File: config.mk
export PLATFORM = sky130hd
export DESIGN_NAME = instr_issue_sequencer
export DESIGN_NICKNAME = d
export VERILOG_FILES = /design/src/rtl/instr_issue_sequencer_pkg.sv /design/src/rtl/instr_issue_sequencer_fifo.sv /design/src/rtl/instr_issue_sequencer.sv
export SDC_FILE = /design/constraint.sdc
export NUM_CORES = 1
export LEC_CHECK = 0
export BUFFER_PORTS_ARGS = -buffer_cell sky130_fd_sc_hd__buf_2
export CAP_MARGIN = 20
export CORE_ASPECT_RATIO = 1.5
export CORE_MARGIN = 2
export CORE_UTILIZATION = 40
export DETAILED_ROUTE_END_ITERATION = 7
export GPL_TIMING_DRIVEN = 0
export HOLD_SLACK_MARGIN = 0.05
export PLACE_DENSITY = 0.69
export SLEW_MARGIN = 20
export SYNTH_ARGS = -nofsm -noshare
export SYNTH_HDL_FRONTEND = slang
export SYNTH_SLANG_ARGS = --single-unit
export TNS_END_PERCENT = 50
File: constraint.sdc
create_clock -name clk -period 8.45 [get_ports clk]
set_clock_uncertainty 0.05 [all_clocks]
set_input_delay 0.4225 -clock clk [delete_from_list [all_inputs] [get_ports clk]]
set_output_delay 0.4225 -clock clk [all_outputs]
set_load 0.05 [all_outputs]
File: src/rtl/instr_issue_sequencer_pkg.sv
// Shared definitions for the instruction issue sequencer: opcode values,
// instruction field positions, FSM state encoding and the MAC word builder.
package instr_issue_sequencer_pkg;

    // Instruction field positions
    localparam int OP_MSB   = 63;
    localparam int OP_LSB   = 59;
    localparam int ADDR_MSB = 58;
    localparam int ADDR_LSB = 43;
    localparam int DATA_MSB = 42;
    localparam int DATA_LSB = 27;
    localparam int CNT_MSB  = 42;
    localparam int CNT_LSB  = 35;

    // Opcodes
    localparam logic [4:0] OP_NOP       = 5'b00000;
    localparam logic [4:0] OP_MAC       = 5'b00001;
    localparam logic [4:0] OP_PASS_02   = 5'b00010;
    localparam logic [4:0] OP_STORE_OUT = 5'b00011;
    localparam logic [4:0] OP_PASS_04   = 5'b00100;
    localparam logic [4:0] OP_PASS_05   = 5'b00101;
    localparam logic [4:0] OP_TX_OUT    = 5'b00110;
    localparam logic [4:0] OP_PASS_07   = 5'b00111;
    localparam logic [4:0] OP_MAC_BURST = 5'b01000;
    localparam logic [4:0] OP_END       = 5'b11111;

    typedef enum logic [1:0] {
        ST_IDLE     = 2'd0,
        ST_ISSUE    = 2'd1,
        ST_BURST    = 2'd2,
        ST_HAZ_WAIT = 2'd3
    } state_t;

    // One expanded burst element: MAC opcode, target address, no payload.
    function automatic logic [63:0] make_mac(input logic [15:0] addr);
        return {OP_MAC, addr, 43'b0};
    endfunction

endpackage

File: src/rtl/instr_issue_sequencer_fifo.sv
// Synchronous show-ahead FIFO. Full and empty are told apart by one extra
// pointer bit; DEPTH must be a power of two so the pointers wrap naturally.
module sync_fifo #(
    parameter int WIDTH = 64,
    parameter int DEPTH = 4
) (
    input  logic             clk,
    input  logic             rst,
    input  logic             i_push,
    input  logic             i_pop,
    input  logic [WIDTH-1:0] i_data,
    output logic [WIDTH-1:0] o_data,
    output logic             o_full,
    output logic             o_empty
);
    localparam int AW = $clog2(DEPTH);

    logic [WIDTH-1:0] r_mem [DEPTH];
    logic [AW:0]      r_wr_ptr;
    logic [AW:0]      r_rd_ptr;
    logic             w_do_push;
    logic             w_do_pop;

    assign o_full    = (r_wr_ptr[AW] != r_rd_ptr[AW]) &&
                       (r_wr_ptr[AW-1:0] == r_rd_ptr[AW-1:0]);
    assign o_empty   = (r_wr_ptr == r_rd_ptr);
    assign o_data    = r_mem[r_rd_ptr[AW-1:0]];
    assign w_do_push = i_push && !o_full;
    assign w_do_pop  = i_pop && !o_empty;

    // Pointer update; a simultaneous push and pop leaves occupancy unchanged
    always_ff @(posedge clk) begin
        if (rst) begin
            r_wr_ptr <= '0;
            r_rd_ptr <= '0;
        end else begin
            if (w_do_push) r_wr_ptr <= r_wr_ptr + 1'b1;
            if (w_do_pop)  r_rd_ptr <= r_rd_ptr + 1'b1;
        end
    end

    // Storage write; contents are don't-care until covered by the pointers
    always_ff @(posedge clk) begin
        if (w_do_push) r_mem[r_wr_ptr[AW-1:0]] <= i_data;
    end

endmodule

File: src/rtl/instr_issue_sequencer.sv
// Instruction issue sequencer: queues incoming 64-bit instructions, expands
// MAC bursts, drops NOP/END, and keeps Transmit Output a fixed number of
// cycles behind a Store Output to the same output-buffer address.
// Handshake: a push happens on a rising edge where in_valid and in_ready
// are both high; in_ready reflects only the registered full flag, so a pop
// in the same cycle never opens a slot early.
module instr_issue_sequencer
    import instr_issue_sequencer_pkg::*;
#(
    parameter int QDEPTH  = 4,
    parameter int HAZ_GAP = 2
) (
    input  logic        clk,
    input  logic        rst,
    input  logic [63:0] in_instr,
    input  logic        in_valid,
    output logic        in_ready,
    input  logic        stall,
    output logic [63:0] out_instr,
    output logic        busy,
    output state_t      dbg_state
);
    localparam logic [7:0] HAZ_LOAD = 8'(HAZ_GAP);

    logic [63:0] w_head;
    logic        w_full;
    logic        w_empty;
    logic        w_push;
    logic        w_pop;
    logic [4:0]  w_op;
    logic [15:0] w_addr;
    logic [7:0]  w_cnt;
    logic        w_haz_block;

    state_t      r_state;
    logic [63:0] r_out;
    logic [15:0] r_burst_addr;
    logic [7:0]  r_burst_left;
    logic [7:0]  r_haz_cnt;
    logic [3:0]  r_haz_addr;

    sync_fifo #(.WIDTH(64), .DEPTH(QDEPTH)) u_queue (
        .clk     (clk),
        .rst     (rst),
        .i_push  (w_push),
        .i_pop   (w_pop),
        .i_data  (in_instr),
        .o_data  (w_head),
        .o_full  (w_full),
        .o_empty (w_empty)
    );

    assign w_op   = w_head[OP_MSB:OP_LSB];
    assign w_addr = w_head[ADDR_MSB:ADDR_LSB];
    assign w_cnt  = w_head[CNT_MSB:CNT_LSB];

    // Transmit Output must wait while a recent Store Output to the same
    // address is still inside its protection window.
    assign w_haz_block = (w_op == OP_TX_OUT) && (w_addr[3:0] == r_haz_addr) &&
                         (r_haz_cnt != 8'd0);

    assign in_ready  = !rst && !w_full;
    assign w_push    = in_valid && in_ready;
    assign w_pop     = (r_state == ST_ISSUE) && !stall && !w_empty && !w_haz_block;
    assign out_instr = r_out;
    assign busy      = !rst && (!w_empty || (r_state == ST_BURST) ||
                                (r_state == ST_HAZ_WAIT));
    assign dbg_state = r_state;

    // Hazard window: armed by an issued Store Output, then counts down every
    // cycle (stalled or not) and rests at zero.
    always_ff @(posedge clk) begin
        if (rst) begin
            r_haz_cnt  <= '0;
            r_haz_addr <= '0;
        end else if (w_pop && (w_op == OP_STORE_OUT)) begin
            r_haz_cnt  <= HAZ_LOAD;
            r_haz_addr <= w_addr[3:0];
        end else if (r_haz_cnt != 8'd0) begin
            r_haz_cnt <= r_haz_cnt - 8'd1;
        end
    end

    // Issue FSM with registered output; anything not explicitly emitted is idle
    always_ff @(posedge clk) begin
        if (rst) begin
            r_state      <= ST_IDLE;
            r_out        <= '0;
            r_burst_addr <= '0;
            r_burst_left <= '0;
        end else begin
            r_out <= '0;
            case (r_state)
                ST_IDLE: begin
                    if (!w_empty) r_state <= ST_ISSUE;
                end
                ST_ISSUE: begin
                    if (!stall) begin
                        if (w_empty) begin
                            r_state <= ST_IDLE;
                        end else if (w_haz_block) begin
                            // With one cycle left the window closes this cycle,
                            // so the head can go next cycle without HAZ_WAIT.
                            r_state <= (r_haz_cnt == 8'd1) ? ST_ISSUE : ST_HAZ_WAIT;
                        end else begin
                            case (w_op)
                                OP_NOP, OP_END: r_out <= '0;
                                OP_MAC_BURST: begin
                                    // First element leaves with the pop; the
                                    // rest are walked out in BURST.
                                    if (w_cnt != 8'd0) begin
                                        r_out <= make_mac(w_addr);
                                        if (w_cnt != 8'd1) begin
                                            r_burst_addr <= w_addr + 16'd1;
                                            r_burst_left <= w_cnt - 8'd1;
                                            r_state      <= ST_BURST;
                                        end
                                    end
                                end
                                default: r_out <= w_head;
                            endcase
                        end
                    end
                end
                ST_BURST: begin
                    if (!stall) begin
                        r_out        <= make_mac(r_burst_addr);
                        r_burst_addr <= r_burst_addr + 16'd1;
                        r_burst_left <= r_burst_left - 8'd1;
                        if (r_burst_left == 8'd1)
                            r_state <= w_empty ? ST_IDLE : ST_ISSUE;
                    end
                end
                ST_HAZ_WAIT: begin
                    if (r_haz_cnt <= 8'd1) r_state <= ST_ISSUE;
                end
                default: r_state <= ST_IDLE;
            endcase
        end
    end

endmodule

Word level (Yosys, flattened, before mapping)
Memories as Yosys holds them, arrays and structs flattened. A register that Yosys moved wholly into a read port is not among the register bits.
Index checks and enable logic that the tools add are counted.

cells by class
  add/sub/neg operators = 7
  order comparisons = 1
  equality and inequality tests = 27
  mux-type cells = 42
  reductions and logical operators = 29

operator list
  cell                     number
  $pmux W64 S2             2
  $mux W64                 3
  $mux W60                 2
  $mux W16                 7
  $mux W8                  7
  $add A16 B1 Y16 const B  2
  $pmux W16 S2             1
  $mux W2                  15
  $sub A8 B1 Y8 const B    3
  $eq A8 B1 Y1 const B     2
  $pmux W8 S2              1
  $reduce_and A8 Y1        2
  $reduce_bool A8 Y1       2
  $logic_and A1 B1 Y1      12
  $ne A4 B2 Y1 const B     3
  $ne A2 B1 Y1 const B     5
  $ne A2 B2 Y1 const B     5
  $le A8 B1 Y1 const B     1
  $ne A8 B1 Y1 const B     1
  $pmux W2 S4              1
  $add A3 B1 Y3 const B    2
  $eq A5 B2 Y1 const B     1
  $eq A5 B3 Y1 const B     1
  $eq A5 B4 Y1 const B     1
  14 further kinds         24

word-level totals
  register bits after elaboration = 108
  bits in writable memories = 256
  input port bits = 68
  output and inout port bits = 68
  logic and storage cells = 116
  memories kept = 1

memory list
  name           depth  width  read ports  clocked after Yosys merged registers in  wr ports  line                              source
  u_queue.r_mem  4      64     1           1                                        1         instr_issue_sequencer_fifo.sv:18  logic [WIDTH-1:0] r_mem [DEPTH];

Depth between registers and ports, before layout
  depth in word-level cells = 8
  gate-level depth with buffers = 14
  gate-level depth less buffers = 10

By module
From an unflattened synthesis, not the netlist that was laid out.

second synthesis, totals
  cell total of the unflattened synthesis = 946
  area, all modules = 14657.8 µm²

modules (own cells, without submodules)
  module                 instances  cells each  area each (µm²)  sequential area each (µm²)
  sync_fifo              1          402         9788.1           7847.5
  instr_issue_sequencer  1          544         4869.7           2042.0

Worst setup path after synthesis
Ideal clock, no wire load.

  path type = input -> register
  from = input rst
  to = memory u_queue.r_mem[3][0], enable pin
  library setup time = 431 ps
  arrival = 3283 ps
  data required time = 7969 ps
  slack = 4687 ps
  cell stages on the path = 3
  buffers on the path = 1
  cells stage by stage = clkbuf_1 -> a31oi_1 -> and3_1

between the ends
  cells in the longest elaborated chain, start to end = 6

RTL lines
  what                           line                              source
  from (decl)                    instr_issue_sequencer.sv:14       input logic rst,
  $logic_not A1 Y1               instr_issue_sequencer.sv:62       assign in_ready = !rst && !w_full;
  $logic_and A1 B1 Y1            instr_issue_sequencer.sv:62
  via in_ready                   instr_issue_sequencer.sv:17       output logic in_ready,
  $logic_and A1 B1 Y1            instr_issue_sequencer.sv:63       assign w_push = in_valid && in_ready;
  $logic_and A1 B1 Y1            instr_issue_sequencer_fifo.sv:28  assign w_do_push = i_push && !o_full;
  $mux W1                        instr_issue_sequencer_fifo.sv:44  if (w_do_push) r_mem[r_wr_ptr[AW-1:0]] <= i_data;
  $mux W1 (implied by the code)  instr_issue_sequencer_fifo.sv:44
  to (decl)                      instr_issue_sequencer_fifo.sv:18

The timed path passes the listed nets, and every way through them passes these cells.

Worst setup path in the final report
  from = register r_state[0], in the netlist dbg_state[0]
  to = output busy

between the ends
  cells in the longest elaborated chain, start to end = 4
  elaborated cells between the ends (all ways) = 5
  those cells by class = eq/ne (2); reduce/logical (3)

RTL lines
  what                     line                          source
  from (decl)              instr_issue_sequencer.sv:35   state_t r_state;
  from (signal assigned)   instr_issue_sequencer.sv:104  r_state <= (r_haz_cnt == 8'd1) ? ST_ISSUE : ST_HAZ_WAIT;
  from (signal assigned)   instr_issue_sequencer.sv:131  r_state <= w_empty ? ST_IDLE : ST_ISSUE;
  $eq A2 B2 Y1             instr_issue_sequencer.sv:66   assign busy = !rst && (!w_empty || (r_state == ST_BURST) ||
  $logic_or A1 B1 Y1       instr_issue_sequencer.sv:66
  $logic_or A1 B1 Y1 (*)   instr_issue_sequencer.sv:66
  $logic_and A1 B1 Y1 (*)  instr_issue_sequencer.sv:66
  to (decl)                instr_issue_sequencer.sv:20   output logic busy,

Every way passes the cells marked *; elsewhere a longest branch is shown, timed or not.

==> results.yml <==
sta:
  setup_viol: 0
  drv_slew: 0
  hold_viol_final: 0
  rsz0062_at_grt: "no"
  slew_headroom_pct: 37.2
  worst_slew_pin_slew_ns: 0.935
  layout_min_cycle_time_ns: 4.10
  fin_crit_sh_pct: 48.5
  clock.fmax_mhz: 244
  setup_tns_ns: 0
yosys:
  synth_top_cell_area_share_pct: 53.6
  synth-seq-cells: 366
  synth_fp_nets: 987
  synth_area_um2: 14400
  synthArstFlopShare_pct: 0
  seq_area_frac_synth_pct: 68.9
  avgSynthCellArea_um2: 15.9
  ys_types: 69
  dominantRegCellSynth: "edfxtp_1"
  synth_edf_count: 256
  synth.yosys.warnings: 0
  synthCells: 903
  synth_largest_area_cell: "edfxtp_1"
  synthTopCellsByArea: "edfxtp_1 (54%), dfxtp_1 (15%), mux4_2 (8.8%)"
min_path:
  hold_class: "input pin to register"
  min_path_cells: 1
route:
  remaining_drc_errors: 0
  vias_per_cell: 5.24
  num_vias: 8460
  initialDrtViolationCount: 431
  first_pass_iters: 4
  antenna_left: 0
  wl_um: 31600
  wl_per_cell_um: 19.5
pwr:
  p_sw_uw: 904
  swShare_pct: 23.1
  internal_power_mw: 3.02
  p_comb_share_pct: 10.1
  ir_drop_mv: 0.192
  pwr-share-seq_pct: 51.2
  finalPower_mw: 3.92
  pwr-share-clk_pct: 38.7
  leakage_nw: 5.98
  p_per_area_nw_per_um2: 229
run_status:
  outcome: "complete, no violations"
cts:
  clk-insertion-delay-late_ns: 0.52
  ctsResizeCount: 0
  cts_setup_buffers: 0
  cts_buffers: 35
  clk_path_buf_depth: 3
  root_buffer: "clkbuf_16"
  h-tree-depth: 2
  cts_tree: "done"
  clkSinkCount: 366
  path_clk_slew_ns: 0.07
  hold_buffers: 32
cells_and_area:
  drive_gt1_share_pct: 24.9
  areaGrowthSynthToFinish_pct: 19.6
  nets: 1194
  final_util_pct: 48.2
global_route:
  grt_pass1_vias: 8806
  grt-ovfl-total: 0
  grt_max_degree: 35
  grt_pass1_wl_um: 49300
  antenna_found_initial: 5
  track_usage_pct: 17.3
die:
  initial_core_util_pct: 40.3
  dieArea_um2: 37400
  die_height_um: 236
  num_rows: 85
  die_w_um: 159
  core-area_um2: 35600
  io_pins: 136
worst_setup_path:
  crit_chain: "inv_1 > ha_1 > clkbuf_1 > clkbuf_1 > clkbuf_1 > buf_1 > nor3_1 > nor2_1 > buf_2"
  critical_path_required_ns: 7.98
  cpMaxStageDelayCell: "buf_1"
  max_stage_delay_ns: 0.54
  start_kind: "register"
  reg2reg_depth: 9
  endpoint_kind: "output pin"
  cp_top_family: "buffers and inverters"
  path_max_fanout: 10
  crit_top_cell: "clkbuf_1"
  critical_path_class: "register to output pin"
  critPathArrivalTime_ns: 3.62
  path_depth: 9
  crit_buf_inv: 6
placed_design:
  gp_congestion: 0.883
  detailedPlacementHpwl_um: 21900
  portBuffers: 134
job:
  drv_cap: 0
## metrics by stage
step           setup WS (ns)  area, um2  std cells  hold WS (ns)
2_1_floorplan           4.69      14400        903         0.382
4_1_cts                 4.36      17200       1614        0.0501
3_3_place_gp            3.67      15600       1515         0.395
3_5_place_dp            4.61      15700       1519         0.398
6_report                4.35      17200       1615        0.0723
5_1_grt                 4.16      17200       1615        0.0555
## per-layer routing
layer	GRT usage (%)	part of all wire, %	up-vias	wire length, um
met4	7.73	4.0	8	1250
met5	0	0.16	-	50
met3	3.38	4.9	79	1550
li1	-	-	3935	-
met1	19.3	37	4223	11700
met2	31.4	54	215	17000
## flip-flops by register name (all words and copies together), names as in the netlist, named ones only
register          count
u_queue.r_mem       256
out_instr            64
r_burst_addr         16
r_burst_left          8
r_haz_cnt             8
r_haz_addr            4
u_queue.r_rd_ptr      3
u_queue.r_wr_ptr      3
dbg_state             2
## synthesized netlist by cell type (all sizes together) (5+ instances only)
master  instances
nor4            7
o31ai           9
o211ai          5
a21oi          20
ha             16
nand4           9
a31oi          10
nand3          26
and3           10
nand2          43
mux2            9
a22o           15
nor2           31
mux2i          12
xnor2          23
and2           49
mux4           62
a211oi          8
nor3           16
inv            17
nor2b           5
edfxtp        256
xor2            9
buf            16
clkbuf         26
o21ai          28
dfxtp         110
## placed cells by master (no fill, tap or decap), types with 23 or more instances in the layout
| master | n |
|---|---|
| and2_1 | 48 |
| buf_2 | 140 |
| clkbuf_1 | 34 |
| clkbuf_16 | 37 |
| dfxtp_1 | 110 |
| dlygate4sd3_1 | 32 |
| edfxtp_1 | 256 |
| mux4_2 | 56 |
| nand2_1 | 43 |
| nand3_1 | 26 |
| nor2_1 | 31 |
| o21ai_0 | 26 |
| xnor2_1 | 23 |
## final cells by class
class                   count  area [um2]
plain buffers              42         211
inverters                  19        71.3
multi-input cells         476        4210
clock inverters            17         143
flip-flops and latches    366        9890
clock buffers              46         970
repair buffers            170        1070
well taps                 478         598
diodes                      1        2.50
fillers                  3085       18500
## power by group through the flow
stage               clock (mW)  combinational [mW]  sequential, mW
global placement             0               0.374            2.05
global route              1.62               0.434            2.01
CTS                       1.56               0.398            2.01
floorplan                    0               0.260            2.06
finish                    1.52               0.395            2.01
detailed placement           0               0.384            2.05
## worst reg2reg max path: cells and delay by family (launching register included)
| family | cells | cell delay (ns) |
|---|---|---|
| AO/OA/AOI/OAI | 1 | 0.22 |
| XOR/XNOR | 1 | 0.18 |
| buffers and inverters | 3 | 1.24 |
| flip-flops | 1 | 0.31 |
| multiplexers | 1 | 0.54 |
| AND/OR/NAND/NOR | 3 | 1.14 |
## path summary, 6_finish.rpt
path | from | end | slack (ns)
hold / removal | in_instr[44] | u_queue.r_mem[1][44] | 0.07
hold reg to reg | r_burst_left[1] | r_burst_left[1] | 0.42
setup / recovery | dbg_state[0] | busy | 4.35
setup reg to reg | register | out_instr[42] | 4.70
## kinds of logic (layout without fill, tap and decap cells)
logic type                 Yosys count  after routing  share of synthesized area [%]
AOI/OAI and AO/OA                  130            130                           6.43
and+or+nand+nor                    215            215                           7.92
muxes                               83             83                           11.4
other                                0              1                              0
xor gates and xnor gates            32             32                           1.95
adders and majority gates           16             16                           1.39
DFF                                366            366                           68.9
buffers and inverters               61            294                           1.97
(Power assumes the default switching activity.)
